File: config.mk
export PLATFORM = sky130hd
export DESIGN_NAME = bus_addr_dec
export DESIGN_NICKNAME = d
export VERILOG_FILES = /design/src/rtl/bus_addr_pkg.sv /design/src/rtl/bus_addr_region.sv /design/src/rtl/bus_addr_dec.sv
export SDC_FILE = /design/constraint.sdc
export NUM_CORES = 1
export LEC_CHECK = 0
export BUFFER_PORTS_ARGS = -buffer_cell sky130_fd_sc_hd__buf_2
export CORE_MARGIN = 1
export CORE_UTILIZATION = 27
export CTS_BUF_LIST = sky130_fd_sc_hd__clkbuf_8 sky130_fd_sc_hd__clkbuf_16
export CTS_CLUSTER_DIAMETER = 50
export DETAILED_ROUTE_END_ITERATION = 16
export PLACE_DENSITY_LB_ADDON = 0.25
export SYNTH_ARGS = -nofsm -noshare
export SYNTH_HDL_FRONTEND = slang
export SYNTH_SLANG_ARGS = --single-unit
File: constraint.sdc
create_clock -name clk -period 0.8 [get_ports clk]
set_input_delay 0.12 -clock clk [delete_from_list [all_inputs] [get_ports clk]]
set_output_delay 0.12 -clock clk [all_outputs]
set_load 0.005 [all_outputs]
File: src/rtl/bus_addr_pkg.sv
// Shared constants for the system-bus address decoder: default slave map,
// default widths and the error-counter saturation value.
package bus_addr_pkg;

    localparam int unsigned ADDR_W_DEF  = 16;
    localparam int unsigned NUM_SLV_DEF = 4;
    localparam int unsigned CNT_W_DEF   = 8;

    localparam logic [15:0] SLV0_BASE = 16'h0000;
    localparam logic [15:0] SLV0_LAST = 16'h07FF;
    localparam logic [15:0] SLV1_BASE = 16'h7000;
    localparam logic [15:0] SLV1_LAST = 16'h71FF;
    localparam logic [15:0] SLV2_BASE = 16'h8000;
    localparam logic [15:0] SLV2_LAST = 16'h8FFF;
    localparam logic [15:0] SLV3_BASE = 16'hF000;
    localparam logic [15:0] SLV3_LAST = 16'hF0FF;

    // Slot i of the packed vectors is slave i.
    localparam logic [63:0] DEF_SLV_BASE = {SLV3_BASE, SLV2_BASE, SLV1_BASE, SLV0_BASE};
    localparam logic [63:0] DEF_SLV_LAST = {SLV3_LAST, SLV2_LAST, SLV1_LAST, SLV0_LAST};

    function automatic logic [63:0] sat_val(input int unsigned w);
        return (64'd1 << w) - 64'd1;
    endfunction

endpackage

File: src/rtl/bus_addr_region.sv
// Single-region inclusive range comparator; a region with base > last never hits.
module bus_addr_region
    import bus_addr_pkg::*;
#(
    parameter int unsigned ADDR_W = ADDR_W_DEF
) (
    input  logic [ADDR_W-1:0] base,
    input  logic [ADDR_W-1:0] last,
    input  logic [ADDR_W-1:0] address,
    output logic              hit
);

    assign hit = (address >= base) && (address <= last);

endmodule

File: src/rtl/bus_addr_dec.sv
// Registered system-bus address decoder with one-hot slave select, read-data
// select and decode-error logging (logging built only with BUS_ADDR_ERR_LOG_EN).
module bus_addr_dec
    import bus_addr_pkg::*;
#(
    parameter int unsigned ADDR_W  = ADDR_W_DEF,
    parameter int unsigned NUM_SLV = NUM_SLV_DEF,
    parameter logic [NUM_SLV*ADDR_W-1:0] SLV_BASE = DEF_SLV_BASE,
    parameter logic [NUM_SLV*ADDR_W-1:0] SLV_LAST = DEF_SLV_LAST,
    parameter int unsigned CNT_W   = CNT_W_DEF
) (
    input  logic               clk,
    input  logic               reset_n,
    input  logic               m_grant,
    input  logic               m_req,
    input  logic               m_wr,
    input  logic [ADDR_W-1:0]  address,
    input  logic               err_clr,
    output logic [NUM_SLV-1:0] s_sel,
    output logic [NUM_SLV-1:0] rd_sel,
    output logic               dec_err,
    output logic [CNT_W-1:0]   err_cnt,
    output logic [ADDR_W-1:0]  err_addr,
    output logic               err_wr
);

    logic [NUM_SLV-1:0] hit;
    logic [NUM_SLV-1:0] pri_sel;
    logic               found;
    logic               v;
    logic               miss;

    for (genvar i = 0; i < NUM_SLV; i++) begin : g_region
        bus_addr_region #(.ADDR_W(ADDR_W)) u_region (
            .base    (SLV_BASE[i*ADDR_W +: ADDR_W]),
            .last    (SLV_LAST[i*ADDR_W +: ADDR_W]),
            .address (address),
            .hit     (hit[i])
        );
    end

    // Overlapping regions resolve to the lowest slave index.
    always_comb begin
        pri_sel = '0;
        found   = 1'b0;
        for (int unsigned i = 0; i < NUM_SLV; i++) begin
            if (hit[i] && !found) begin
                pri_sel[i] = 1'b1;
                found      = 1'b1;
            end
        end
    end

    assign v     = m_grant & m_req;
    assign miss  = v & ~|hit;
    assign s_sel = v ? pri_sel : '0;

    always_ff @(posedge clk or negedge reset_n) begin
        if (!reset_n) begin
            rd_sel  <= '0;
            dec_err <= 1'b0;
        end else begin
            rd_sel  <= (v && !m_wr) ? pri_sel : '0;
            dec_err <= miss;
        end
    end

`ifdef BUS_ADDR_ERR_LOG_EN
    localparam logic [CNT_W-1:0] CNT_MAX = CNT_W'(sat_val(CNT_W));

    // A miss in the same cycle as err_clr restarts the count at one.
    always_ff @(posedge clk or negedge reset_n) begin
        if (!reset_n) begin
            err_cnt  <= '0;
            err_addr <= '0;
            err_wr   <= 1'b0;
        end else if (miss) begin
            if (err_clr)
                err_cnt <= CNT_W'(1);
            else if (err_cnt != CNT_MAX)
                err_cnt <= err_cnt + CNT_W'(1);
            err_addr <= address;
            err_wr   <= m_wr;
        end else if (err_clr) begin
            err_cnt <= '0;
        end
    end
`else
    logic err_clr_unused;
    assign err_clr_unused = err_clr;
    assign err_cnt  = '0;
    assign err_addr = '0;
    assign err_wr   = 1'b0;
`endif

endmodule

==> run_results.csv <==
group,metric,value,unit
run_status,outcome,"finished with violations",
run_status,violations,"setup timing",
logic_synthesis,synth_seq_area_share,28.41,%
placed_design,place_congestion,0.6574,
global_routing,overflow,0,
logic_synthesis,ys_warn_count,0,
cells_and_area,final_cell_mix,"conb_1, buf_2, buf_4",
clock_network,clock_path_buffers,2,
critical_path,slowest_delay,0.39,ns
timing,timing.final.crit_share,125.2,%
power_and_ir_drop,power.total,0.8607,mW
power_and_ir_drop,p_sw_share,23.12,%
clock_network,tritoncts,"done",
timing,rsz0062_at_grt,"true",
critical_path,critPathMaxFanout,3,
critical_path,cp-end-kind,"output pin",
die,core,1506,um^2
timing,max_freq,998.8,MHz
clock_network,cts_made_buffers,3,
timing,slew_viol_final,0,
global_routing,grt.total_usage,9.617,%
power_and_ir_drop,internal_power,0.6617,mW
routing,firstDrtPassIters,1,
cells_and_area,antenna_cells,0,
critical_path,worstSetupPathType,"in -> out",
die,die_w,42.39,um
critical_path,cp_num_buf_inv,2,
cells_and_area,final_nets,106,
timing,hold_viol,0,
clock_network,clk_pin_slew_worst_paths,0.03,ns
global_routing,grt_max_degree,6,
critical_path,worstPathRequired,0.68,ns
timing,setup_ws,-0.2012,ns
cells_and_area,layout_commonest_cell,"conb_1",
routing,routed_wl,800,um
power_and_ir_drop,leakage,0.3563,nW
clock_network,htree_levels,1,
timing,min_period,1.001,ns
timing,holdWs,0.1181,ns
logic_synthesis,synth.avg_cell_area,8.808,um^2
power_and_ir_drop,seq_power_share,30.0,%
critical_path,cp_data_arrival_time,0.88,ns
power_and_ir_drop,pwr-share-comb,17.8,%
logic_synthesis,synth-seq-cells,5,
die,rows,14,
die,ioPinCount,56,
cells_and_area,syn_to_final_growth,44.32,%
critical_path,cpMaxStageDelayCell,"or3_4",
global_routing,grt_pass1_vias,314,
critical_path,crit_cells,4,
critical_path,cp-start-kind,"primary input",
power_and_ir_drop,net-switching-power,0.1990,mW
placed_design,dpl.hpwl,643.9,um
global_routing,antenna_found_initial,0,
power_and_ir_drop,power_density,1354,nW/um^2
clock_network,numClockSinks,5,
routing,drc,0,
logic_synthesis,synthesis.area,440.4,um^2
job,cap_violations,0,
cells_and_area,nFillCells,165,
clock_network,clockRootBuffer,"clkbuf_8",
cells_and_area,drive_gt1_share,45.78,%
die,die_h,42.39,um
critical_path,path_cells,"buf_6 -> or3_4 -> nor3_2 -> buf_2",
logic_synthesis,yosysUniqueCellTypes,16,
routing,dr.first_iter.drc_count,0,
routing,vias_per_cell,3.818,
power_and_ir_drop,peakVddDrop,0.3519,mV
routing,final_antenna_net_count,0,
worst_hold_path,hold_path_class,"in -> reg",
critical_path,crit_family,"simple AND/OR/NAND/NOR gates",
routing,wl_per_cell,8.081,um
logic_synthesis,netlist_instances,50,
power_and_ir_drop,clkPwrFrac,52.2,%
timing,setup_violations,8,
routing,num_vias,378,
global_routing,grt_pass1_wl,1207,um
die,initial_utilization,29.24,%
die,dieArea,1797,um^2
worst_hold_path,hold_depth,2,
placed_design,portBuffers,21,
power groups by stage:
stage / clock [mW] / combinational, mW / sequential, mW
2_1_floorplan: 0 / 0.139 / 0.262
3_3_place_gp: 0 / 0.129 / 0.261
3_5_place_dp: 0 / 0.129 / 0.262
4_1_cts: 0.462 / 0.151 / 0.259
5_1_grt: 0.475 / 0.173 / 0.259
6_report: 0.449 / 0.153 / 0.259
cells in the mapped netlist:
master | number | area share (%)
nor4_1 | 1 | 1.4
and2_1 | 1 | 1.4
nor3_1 | 5 | 5.7
nand3_2 | 1 | 2.3
or3_4 | 1 | 2.6
nor2_1 | 3 | 2.6
o2111a_1 | 1 | 2.6
inv_1 | 1 | 0.85
nand3_1 | 1 | 1.1
conb_1 | 1 | 0.85
dfrtp_1 | 5 | 28
nand3b_1 | 1 | 1.7
or3_1 | 1 | 1.4
o21ai_0 | 1 | 1.1
buf_4 | 25 | 43
nor4b_2 | 1 | 3.4
kinds of logic (layout without fill, tap and decap cells):
group | count (synthesis) | after routing | share of synthesized area (%)
compound gates | 2 | 2 | 3.692
buf+inv | 26 | 35 | 43.47
other cells | 1 | 25 | 0.8515
simple gates | 16 | 16 | 23.58
flops | 5 | 5 | 28.41
per-stage QoR:
stage	instance area [um^2]	instances	utilization (%)	setup slack, ns	setup TNS (ns)
final	635.6	99	42.19	-0.2012	-0.8267
after global placement	526.8	92	34.97	-0.2426	-1.559
after global routing	635.6	99	42.19	-0.2314	-1.201
after detailed placement	526.8	92	34.97	-0.2415	-1.657
after floorplan	544.3	74	-	-0.05562	-0.06264
after CTS	630.6	99	41.86	-0.2086	-0.9510
state kept, by name, indices dropped and copies added, names as in the netlist:
name     count
dec_err      1
rd_sel       4
timing repair:
item	CTS	global route
endpoints found under the hold margin	5	0
hold buffers	1	0
pin swaps	4	2
endpoints found under the setup margin	10	13
gates resized for setup	7	1
setup buffers	2	0
cell type report:
| cell class | instances | area [um^2] | share of cell area, % |
|---|---|---|---|
| inverter | 1 | 3.754 | 0.5906 |
| clock buffer | 3 | 41.29 | 6.496 |
| timing repair buffer | 30 | 203.9 | 32.09 |
| clock inverter | 1 | 3.754 | 0.5906 |
| sequential | 5 | 125.1 | 19.69 |
| multi-input combinational | 43 | 237.7 | 37.40 |
| tap | 16 | 20.02 | 3.150 |
worst paths after layout:
kind	start	end	slack [ns]
worst max-delay path	address[13]	s_sel[0]	-0.20
max in group asynchronous	reset_n	rd_sel[0]$_DFF_PN0_	0.44
min in group asynchronous	reset_n	rd_sel[3]$_DFF_PN0_	0.24
worst min-delay path	m_wr	rd_sel[2]$_DFF_PN0_	0.12
metal layers:
metal,GRT usage [%],routed length [um]
met5,0,0
met4,9.375,19
met3,3.879,72
met2,16.31,464
met1,8.245,243
No activity file was read; power rests on OpenSTA's default activity.
